--- src/rtl/game_countdown_timer_pkg.sv ---
// game_timer_pkg: shared state encoding, two-digit BCD type and saturating BCD subtract.
package game_timer_pkg;
  typedef enum logic [1:0] {IDLE, RUNNING, PAUSED, EXPIRED} t_timer_state;
  typedef struct packed {
    logic [3:0] hi;
    logic [3:0] lo;
  } t_bcd2;
  localparam int MAX_BCD_SEC = 99;
  // Works in binary so digit borrows and the floor at zero come out naturally.
  function automatic t_bcd2 bcd_sub(t_bcd2 v, logic [3:0] amt);
    logic [6:0] b;
    logic [6:0] r;
    b = 7'(v.hi) * 7'd10 + 7'(v.lo);
    r = (b > 7'(amt)) ? b - 7'(amt) : 7'd0;
    r = (r > 7'(MAX_BCD_SEC)) ? 7'(MAX_BCD_SEC) : r;
    return '{hi: 4'(r / 7'd10), lo: 4'(r % 7'd10)};
  endfunction
endpackage

--- src/rtl/game_countdown_timer_if.sv ---
// game_countdown_timer_if: control pulses in, BCD digits and status out.
interface game_countdown_timer_if;
  logic       start;
  logic       pause;
  logic       penalty;
  logic [3:0] lowDigit;
  logic [3:0] highDigit;
  logic       running;
  logic       time_up;
  logic       expired;
  modport master (output start, pause, penalty,
                  input  lowDigit, highDigit, running, time_up, expired);
  modport slave  (input  start, pause, penalty,
                  output lowDigit, highDigit, running, time_up, expired);
endinterface

--- src/rtl/game_countdown_timer_sec_tick_gen.sv ---
// sec_tick_gen: one-cycle tick every TICKS_PER_SEC cycles in which hold is low.
module sec_tick_gen #(
  parameter int TICKS_PER_SEC = 50_000_000
) (
  input  logic clk,
  input  logic resetN,
  input  logic clear,
  input  logic hold,
  output logic tick
);
  localparam int W = (TICKS_PER_SEC > 2) ? $clog2(TICKS_PER_SEC) : 1;
  logic [W-1:0] cnt_q, cnt_d;
  assign tick = !clear && !hold && (cnt_q == W'(TICKS_PER_SEC - 1));
  always_comb cnt_d = clear ? '0 : hold ? cnt_q : tick ? '0 : cnt_q + 1'b1;
  always_ff @(posedge clk or negedge resetN)
    if (!resetN) cnt_q <= '0;
    else cnt_q <= cnt_d;
endmodule

--- src/rtl/game_countdown_timer.sv ---
// game_countdown_timer: two-digit BCD round timer with pause, penalty and expiry.
module game_countdown_timer
  import game_timer_pkg::*;
#(
  parameter int         TICKS_PER_SEC = 50_000_000,
  parameter logic [3:0] START_HIGH    = 4'd6,
  parameter logic [3:0] START_LOW     = 4'd0,
  parameter logic [3:0] PENALTY_SEC   = 4'd3
) (
  input logic                   clk,
  input logic                   resetN,
  game_countdown_timer_if.slave bus
);
  localparam t_bcd2 START = '{hi: START_HIGH, lo: START_LOW};
  t_timer_state state_q, state_d;
  t_bcd2        digits_q, digits_d, nxt;
  logic         running_q, running_d, time_up_q, time_up_d, expired_q, expired_d;
  logic         active, tick;
  logic [3:0]   amt;
  assign active = (state_q == RUNNING) || (state_q == PAUSED);
  // PAUSED with pause released already counts, so resume costs no cycle.
  sec_tick_gen #(.TICKS_PER_SEC(TICKS_PER_SEC)) u_tick (
    .clk   (clk),
    .resetN(resetN),
    .clear (bus.start),
    .hold  (bus.pause || !active),
    .tick  (tick)
  );
  always_comb begin
    amt       = (tick ? 4'd1 : 4'd0) + (bus.penalty ? PENALTY_SEC : 4'd0);
    nxt       = bcd_sub(digits_q, amt);
    state_d   = state_q;
    digits_d  = digits_q;
    time_up_d = 1'b0;
    if (bus.start) begin
      state_d  = RUNNING;
      digits_d = START;
    end else if (active) begin
      digits_d  = nxt;
      time_up_d = (nxt == '0);
      state_d   = (nxt == '0) ? EXPIRED : bus.pause ? PAUSED : RUNNING;
    end
    running_d = (state_d == RUNNING);
    expired_d = (state_d == EXPIRED);
  end
  always_ff @(posedge clk or negedge resetN)
    if (!resetN) begin
      state_q   <= IDLE;
      digits_q  <= START;
      running_q <= 1'b0;
      time_up_q <= 1'b0;
      expired_q <= 1'b0;
    end else begin
      state_q   <= state_d;
      digits_q  <= digits_d;
      running_q <= running_d;
      time_up_q <= time_up_d;
      expired_q <= expired_d;
    end
  assign bus.highDigit = digits_q.hi;
  assign bus.lowDigit  = digits_q.lo;
  assign bus.running   = running_q;
  assign bus.time_up   = time_up_q;
  assign bus.expired   = expired_q;
endmodule

--- src/flat_wrapper.sv ---
// flat-port wrapper written by rule: the top's interface ports become plain ports
module game_countdown_timer_flat import game_timer_pkg::*;
#(
  parameter int         TICKS_PER_SEC = 50_000_000,
  parameter logic [3:0] START_HIGH    = 4'd6,
  parameter logic [3:0] START_LOW     = 4'd0,
  parameter logic [3:0] PENALTY_SEC   = 4'd3
)
  (clk, resetN, bus_start, bus_pause, bus_penalty, bus_lowDigit, bus_highDigit, bus_running, bus_time_up, bus_expired);
  game_countdown_timer_if bus_i ();
  input logic clk;
  input logic resetN;
  input wire logic [$bits(bus_i.start)-1:0] bus_start;
  input wire logic [$bits(bus_i.pause)-1:0] bus_pause;
  input wire logic [$bits(bus_i.penalty)-1:0] bus_penalty;
  output wire logic [$bits(bus_i.lowDigit)-1:0] bus_lowDigit;
  output wire logic [$bits(bus_i.highDigit)-1:0] bus_highDigit;
  output wire logic [$bits(bus_i.running)-1:0] bus_running;
  output wire logic [$bits(bus_i.time_up)-1:0] bus_time_up;
  output wire logic [$bits(bus_i.expired)-1:0] bus_expired;
  assign bus_i.start = bus_start;
  assign bus_i.pause = bus_pause;
  assign bus_i.penalty = bus_penalty;
  assign bus_lowDigit = bus_i.lowDigit;
  assign bus_highDigit = bus_i.highDigit;
  assign bus_running = bus_i.running;
  assign bus_time_up = bus_i.time_up;
  assign bus_expired = bus_i.expired;
  game_countdown_timer #(.TICKS_PER_SEC(TICKS_PER_SEC), .START_HIGH(START_HIGH), .START_LOW(START_LOW), .PENALTY_SEC(PENALTY_SEC)) u_core (.clk(clk), .resetN(resetN), .bus(bus_i));
endmodule
--- config.mk ---
export PLATFORM = sky130hd
export DESIGN_NAME = game_countdown_timer_flat
export DESIGN_NICKNAME = d
export VERILOG_FILES = /design/src/rtl/game_countdown_timer_pkg.sv /design/src/rtl/game_countdown_timer_if.sv /design/src/rtl/game_countdown_timer_sec_tick_gen.sv /design/src/rtl/game_countdown_timer.sv /design/src/flat_wrapper.sv
export SDC_FILE = /design/constraint.sdc
export NUM_CORES = 1
export LEC_CHECK = 0
export ABC_AREA = 1
export CAP_MARGIN = 20
export CORE_MARGIN = 2
export CORE_UTILIZATION = 65
export CTS_CLUSTER_SIZE = 30
export DETAILED_ROUTE_END_ITERATION = 8
export PLACE_DENSITY_LB_ADDON = 0.15
export SYNTH_ARGS = -nofsm -noshare
export SYNTH_HDL_FRONTEND = slang
export SYNTH_SLANG_ARGS = --single-unit
export TNS_END_PERCENT = 20
--- constraint.sdc ---
create_clock -name clk -period 15.7 [get_ports clk]
set_input_delay 3.14 -clock clk [delete_from_list [all_inputs] [get_ports clk]]
set_output_delay 3.14 -clock clk [all_outputs]
set_load 0.05 [all_outputs]
Yosys cells after proc, flatten, opt, wreduce, memory -nomap -nowiden
Cells that the tools add are included.
Word-level totals
  flip-flop bits (word level): 39
  latch bits: 0
  RAM bits: 0
  bits in read-only memories: 0
  input port bits: 5
  output and inout port bits: 11
  logic and storage cells: 46
  memories kept: 0
Operators by class
  add/sub/neg operators: 4
  multiply operators: 1
  div/mod/pow operators: 2
  order comparisons: 2
  equality and inequality tests: 6
  shift-type cells: 0
  multiplexer cells: 15
  bitwise gates (word level): 0
  reductions and logical operators: 9
Operators with widths (count)
  2-to-1 mux 26 bit: 3
  adder 26 x 1 -> 26 bit (second input constant): 1
  == test 26 bit (second input constant): 1
  2-to-1 mux 8 bit: 2
  2-to-1 mux 7 bit: 2
  2-to-1 mux 2 bit: 5
  zero test 8 bit: 1
  adder 7 x 4 -> 7 bit: 1
  divider 7 x 4 -> 7 bit (second input constant): 1
  > comparator 7 x 4 -> 1 bit: 1
  > comparator 7 bit (second input constant): 1
  remainder unit 7 x 4 -> 7 bit (second input constant): 1
  subtractor 7 x 4 -> 7 bit: 1
  multiplier 4 x 3 -> 6 bit (second input constant): 1
  adder 4 bit: 1
  == test 2 x 1 -> 1 bit (second input constant): 2
  == test 2 bit (second input constant): 2
  zero test 1 bit: 3
  2-to-1 mux 1 bit: 3
  logical AND 1 bit: 2
  logical OR 1 bit: 2
  != test 2 bit (second input constant): 1
  nonzero test 2 bit: 1

Logic depth before layout (Yosys ltp)
  word-level depth: 19
  gate-level depth with buffers: 48
  depth with buffers taken out: 48

Modules after synthesis
A second synthesis with hierarchy kept.
Unflattened totals
  cell total of the unflattened synthesis: 490
  area total of the unflattened synthesis: 3388.2 sq um
By module, submodules not included
  sec_tick_gen: instances 1, cells each 259, area an instance 1766.7 sq um, sequential area each 650.6 sq um
  game_countdown_timer: instances 1, cells each 231, area an instance 1621.6 sq um, sequential area each 327.8 sq um

Worst setup path after synthesis
No wires, ideal clock.
  kind: input to register
  start point: in bus_pause
  end point: reg u_core.expired_q, in the netlist u_core.bus.expired
  setup time: 121 ps
  data arrival time: 7449 ps
  required time: 15579 ps
  slack: 8130 ps
  stages: 40
  path buffers: 0
  cells stage by stage: nor2_1 inv_1 nor2_1 nand3_1 ha_1 inv_1 ha_1 fa_1 nor2_1 nor2_1 nand2_1 inv_1 nand3_4 nand2_2 o21ai_2 nand2_2 nand2_1 inv_1 [4 not listed] inv_1 ha_1 nor2_4 nand2_2 nand2_2 nand3_1 nand3_2 nand2_2 nand2_2 nand2_1 nand2_1 clkinv_1 ha_1 nand3b_1 nand2_1 nor2_1 a21oi_1 nor2_1
Between the ends
  longest elaborated chain between the ends: 16
  elaborated cells on any way between the ends: 19
  those cells by class: 2 x add/sub; 2 x div; 2 x order compare; 1 x eq/ne; 7 x mux; 5 x reduce/logical
Ends and longest elaborated chain
  from (decl): line flat_wrapper.sv:14  | input wire logic [$bits(bus_i.pause)-1:0] bus_pause;
  logical OR 1 bit: line game_countdown_timer.sv:26  | .hold (bus.pause || !active),
  zero test 1 bit: line game_countdown_timer_sec_tick_gen.sv:13  | assign tick = !clear && !hold && (cnt_q == W'(TICKS_PER_SEC - 1));
  logical AND 1 bit (2 in a row): line game_countdown_timer_sec_tick_gen.sv:13
  2-to-1 mux 1 bit: line game_countdown_timer.sv:30  | amt = (tick ? 4'd1 : 4'd0) + (bus.penalty ? PENALTY_SEC : 4'd0);
  adder 4 bit: line game_countdown_timer.sv:30
  subtractor 7 x 4 -> 7 bit / > comparator 7 x 4 -> 1 bit (equally long branches): line game_countdown_timer_pkg.sv:14  | r = (b > 7'(amt)) ? b - 7'(amt) : 7'd0;
  2-to-1 mux 7 bit: line game_countdown_timer_pkg.sv:14
  > comparator 7 bit: line game_countdown_timer_pkg.sv:15  | r = (r > 7'(MAX_BCD_SEC)) ? 7'(MAX_BCD_SEC) : r;
  2-to-1 mux 7 bit: line game_countdown_timer_pkg.sv:15
  remainder unit 7 x 4 -> 7 bit / divider 7 x 4 -> 7 bit (equally long branches): line game_countdown_timer_pkg.sv:16  | return '{hi: 4'(r / 7'd10), lo: 4'(r % 7'd10)};
  zero test 8 bit: line game_countdown_timer.sv:41  | state_d = (nxt == '0) ? EXPIRED : bus.pause ? PAUSED : RUNNING;
  2-to-1 mux 2 bit *: line game_countdown_timer.sv:41
  2-to-1 mux 2 bit *: line game_countdown_timer.sv:38  | end else if (active) begin
  2-to-1 mux 2 bit *: line game_countdown_timer.sv:35  | if (bus.start) begin
  == test 2 bit *: line game_countdown_timer.sv:44  | expired_d = (state_d == EXPIRED);
  named net u_core.expired_d: line game_countdown_timer.sv:17  | logic running_q, running_d, time_up_q, time_up_d, expired_q, expired_d;
  to (signal assigned): line game_countdown_timer.sv:58  | expired_q <= expired_d;
  to (decl): line game_countdown_timer.sv:17
The timed path passes the listed nets; every way through them passes the cells marked *.
A chain may end at the register's enable or synchronous reset.

Worst setup path in the final report
  start point: in bus_pause
  end point: reg u_core.state_q[0]
Between the ends
  longest elaborated chain between the ends: 15
  elaborated cells on any way between the ends: 18
  those cells by class: 2 x add/sub; 2 x div; 2 x order compare; 7 x mux; 5 x reduce/logical
Ends and longest elaborated chain
  logical OR 1 bit: line game_countdown_timer.sv:26
  zero test 1 bit: line game_countdown_timer_sec_tick_gen.sv:13
  logical AND 1 bit (2 in a row): line game_countdown_timer_sec_tick_gen.sv:13
  2-to-1 mux 1 bit: line game_countdown_timer.sv:30
  adder 4 bit: line game_countdown_timer.sv:30
  subtractor 7 x 4 -> 7 bit / > comparator 7 x 4 -> 1 bit (equally long branches): line game_countdown_timer_pkg.sv:14
  2-to-1 mux 7 bit: line game_countdown_timer_pkg.sv:14
  > comparator 7 bit: line game_countdown_timer_pkg.sv:15
  2-to-1 mux 7 bit: line game_countdown_timer_pkg.sv:15
  remainder unit 7 x 4 -> 7 bit / divider 7 x 4 -> 7 bit (equally long branches): line game_countdown_timer_pkg.sv:16
  zero test 8 bit: line game_countdown_timer.sv:41
  2-to-1 mux 2 bit *: line game_countdown_timer.sv:41
  2-to-1 mux 2 bit *: line game_countdown_timer.sv:38
  2-to-1 mux 2 bit *: line game_countdown_timer.sv:35
  named net u_core.state_d[0]: line game_countdown_timer.sv:15  | t_timer_state state_q, state_d;
  to (signal assigned): line game_countdown_timer.sv:54  | state_q <= state_d;
  to (decl): line game_countdown_timer.sv:15
Marks and branches as above.

==> run summary <==
Count of final setup violators -> 0
Die Span Y -> 72.03 um
Clock sinks -> 39
Main flop type after synthesis -> dfrtp_1
Top cells by area in the synthesized netlist -> dfrtp_1 31%, nand2_1 11%, inv_1 9.4%, ha_1 6.2%, nand3_1 5.0%
Starting Density -> 68.14%
# DRC -> 0
ANT nets after route -> 0
Synth Instances -> 420
Share of the synthesized area in the top cell type -> 30.78%
Initial antenna violation count -> 0
Die X -> 72.03 um
Vias -> 2754
WS Path Type -> in2reg
Post-CTS setup buffers -> 0
Drt pass-1 iters -> 6
Mean Syn Cell Area -> 7.162 sq um
CTS tree -> done
Final worst slack -> 7500 ps
Cells after DPL -> 483
FMAX -> 122.0 MHz
Die area -> 0.005188 sq mm
Most frequent cell after synthesis -> nand2_1
Antenna Cells -> 0
Seq cells post-synth -> 39
GRT Total Usage -> 26.19%
Total grt overflow -> 0
Number of buffers added on ports -> 15
Post-synth top area cell -> dfrtp_1
H-tree level count -> 2
WP data required -> 15870 ps
Mapped Area -> 0.003008 sq mm
CP Max Fanout -> 5
Post-synth EDFFs -> 0
Most frequent CP cell -> nand2_2
Synth warn -> 0
Post_cts resized -> 0
Num CTS Buffers -> 5
Number of global-route vias before repair -> 2506
Max stage delay on crit path -> 400 ps
Area Growth Syn to Fin -> 9.817%
Yosys cell types -> 36
Clk slew on worst S/H paths -> 70 ps
Cell Area, Placed -> 0.003203 sq mm
Routed len/inst -> 12.78 um
Setup TNS -> 0 ps
Rows -> 24
Drt via density -> 5.609
Clk root buf -> clkbuf_8
Clock Latency Late Sink -> 290 ps
Slew Limit Headroom -> 43.36%
Top Ports -> 16
Slew @ Worst Pin -> 849.6 ps
Post-CTS Hold Buffers -> 0
Placer Congestion -> 0.8734
Fin cells -> 491
Final Hold Fails -> 0
Post-Route WL -> 6274 um
Async S/R FF share, synth -> 100.0%
Crit path time final -> 8200 ps
Status -> complete, no violations
Pre-CTS WS -> 7172 ps
Layout cells sized above 1 -> 9.795%
Sequential area share after synthesis -> 32.53%
Syn_nets -> 443
Hold Path Class -> reg2reg
Worst path slowest cell -> clkdlybuf4s50_1
Layout fillers -> 337
Pins Over Slew Limit -> 0
Final net count -> 461
Largest net degree at the start of global routing -> 40
Post-Route Skew -> 5.412 ps
CORE AREA -> 0.004414 sq mm
Max Root-Sink Buffers -> 2
CP Launch Type -> input port
HPWL after DPL -> 4809 um
Tcrit/Tclk final -> 52.23%
CP Data Arrival Time -> 8370 ps
Max-Cap Viols -> 0
Starting DRT DRC Count -> 181
Final Cell Area -> 0.003303 sq mm
Post-synth top cells -> 90 x nand2_1, 75 x inv_1, 37 x dfrtp_1, 37 x nor2_1, 30 x nand3_1
First-pass GRT wire length -> 10780 um
Unrepaired setup endpoints after global routing -> false
Worst setup EP type -> flip-flop
## state kept, by name, indices dropped and copies added (netlist names)
register	count
u_core.bus.expired	1
u_core.bus.highDigit	4
u_core.bus.lowDigit	4
u_core.bus.running	1
u_core.bus.time_up	1
u_core.state_q	2
u_core.u_tick.cnt_q	26
## placed cells by master (no fill, tap or decap), drive strengths merged, types with 8 or more instances in the layout
cell type,synthesis,routed
a21oi,12,12
nand3,33,33
ha,15,15
nand4,9,9
clkbuf,4,8
o22ai,16,16
nor2,43,43
nor3,14,14
xor2,15,15
inv,78,78
dfrtp,37,37
o21ai,19,19
nand2,105,105
clkdlybuf4s50,0,14
## kinds of logic (layout without fill, tap and decap cells)
logic type               count (synthesis)  after routing  synth area share [%]
flip-flops                              39             39                 32.53
multiplexers                             1              1                0.3328
AND/OR/NAND/NOR                        207            207                 32.20
buffers and inverters                   83            102                 10.36
adder cells (fa/ha/maj)                 18             18                 8.236
XOR/XNOR                                17             17                 4.950
AO/OA/AOI/OAI                           55             55                 11.40
## path summary, 6_finish.rpt
path | from | to | slack (ps) | depth (start not counted)
max | bus_pause | u_core.state_q[0] | 7500 | 41
min | u_core.u_tick.cnt_q[1] | u_core.u_tick.cnt_q[1] | 550 | 1
max reg2reg | u_core.u_tick.cnt_q[0] | u_core.state_q[0] | 9940 | 40
min reg2reg | u_core.u_tick.cnt_q[1] | u_core.u_tick.cnt_q[1] | 550 | 1
max in group asynchronous | resetN | u_core.bus.lowDigit[3] | 12210 | 1
min in group asynchronous | resetN | u_core.u_tick.cnt_q[17] | 2960 | 1
## per-layer routing
metal / part of all wire, % / GRT usage [%]
met5: 0 / 0
met1: 50 / 37.91
met4: 0.88 / 5.870
met2: 44 / 39.92
met3: 5.0 / 6.806
## layout make-up
class | count | area (sq um) | area share (%)
Timing Repair Buffer | 15 | 145.1 | 4.394
Multi-Input combinational cell | 298 | 1718 | 52.01
Inverter | 79 | 296.5 | 8.977
Sequential cell | 39 | 978.4 | 29.62
Tap cell | 52 | 65.06 | 1.970
Clock buffer | 8 | 100.1 | 3.030
## per-stage QoR
| stage | util (%) | hold slack, ps |
|---|---|---|
| after floorplan | - | 489.2 |
| after global placement | 72.56 | 505.8 |
| after detailed placement | 72.56 | 535.0 |
| after CTS | 74.83 | 550.7 |
| after global routing | 74.83 | 582.0 |
| final | 74.83 | 551.8 |
## critical path: cells and delay by family
kind	cells	cell delay [ps]
AO/OA/AOI/OAI	2	250
buffers and inverters	8	850
AND/OR/NAND/NOR	25	2600
adder cells (fa/ha/maj)	6	1520
Power is left out: the tool's default activity adds up to more than one toggle a clock period on the data nets, which glitch-free logic cannot reach.
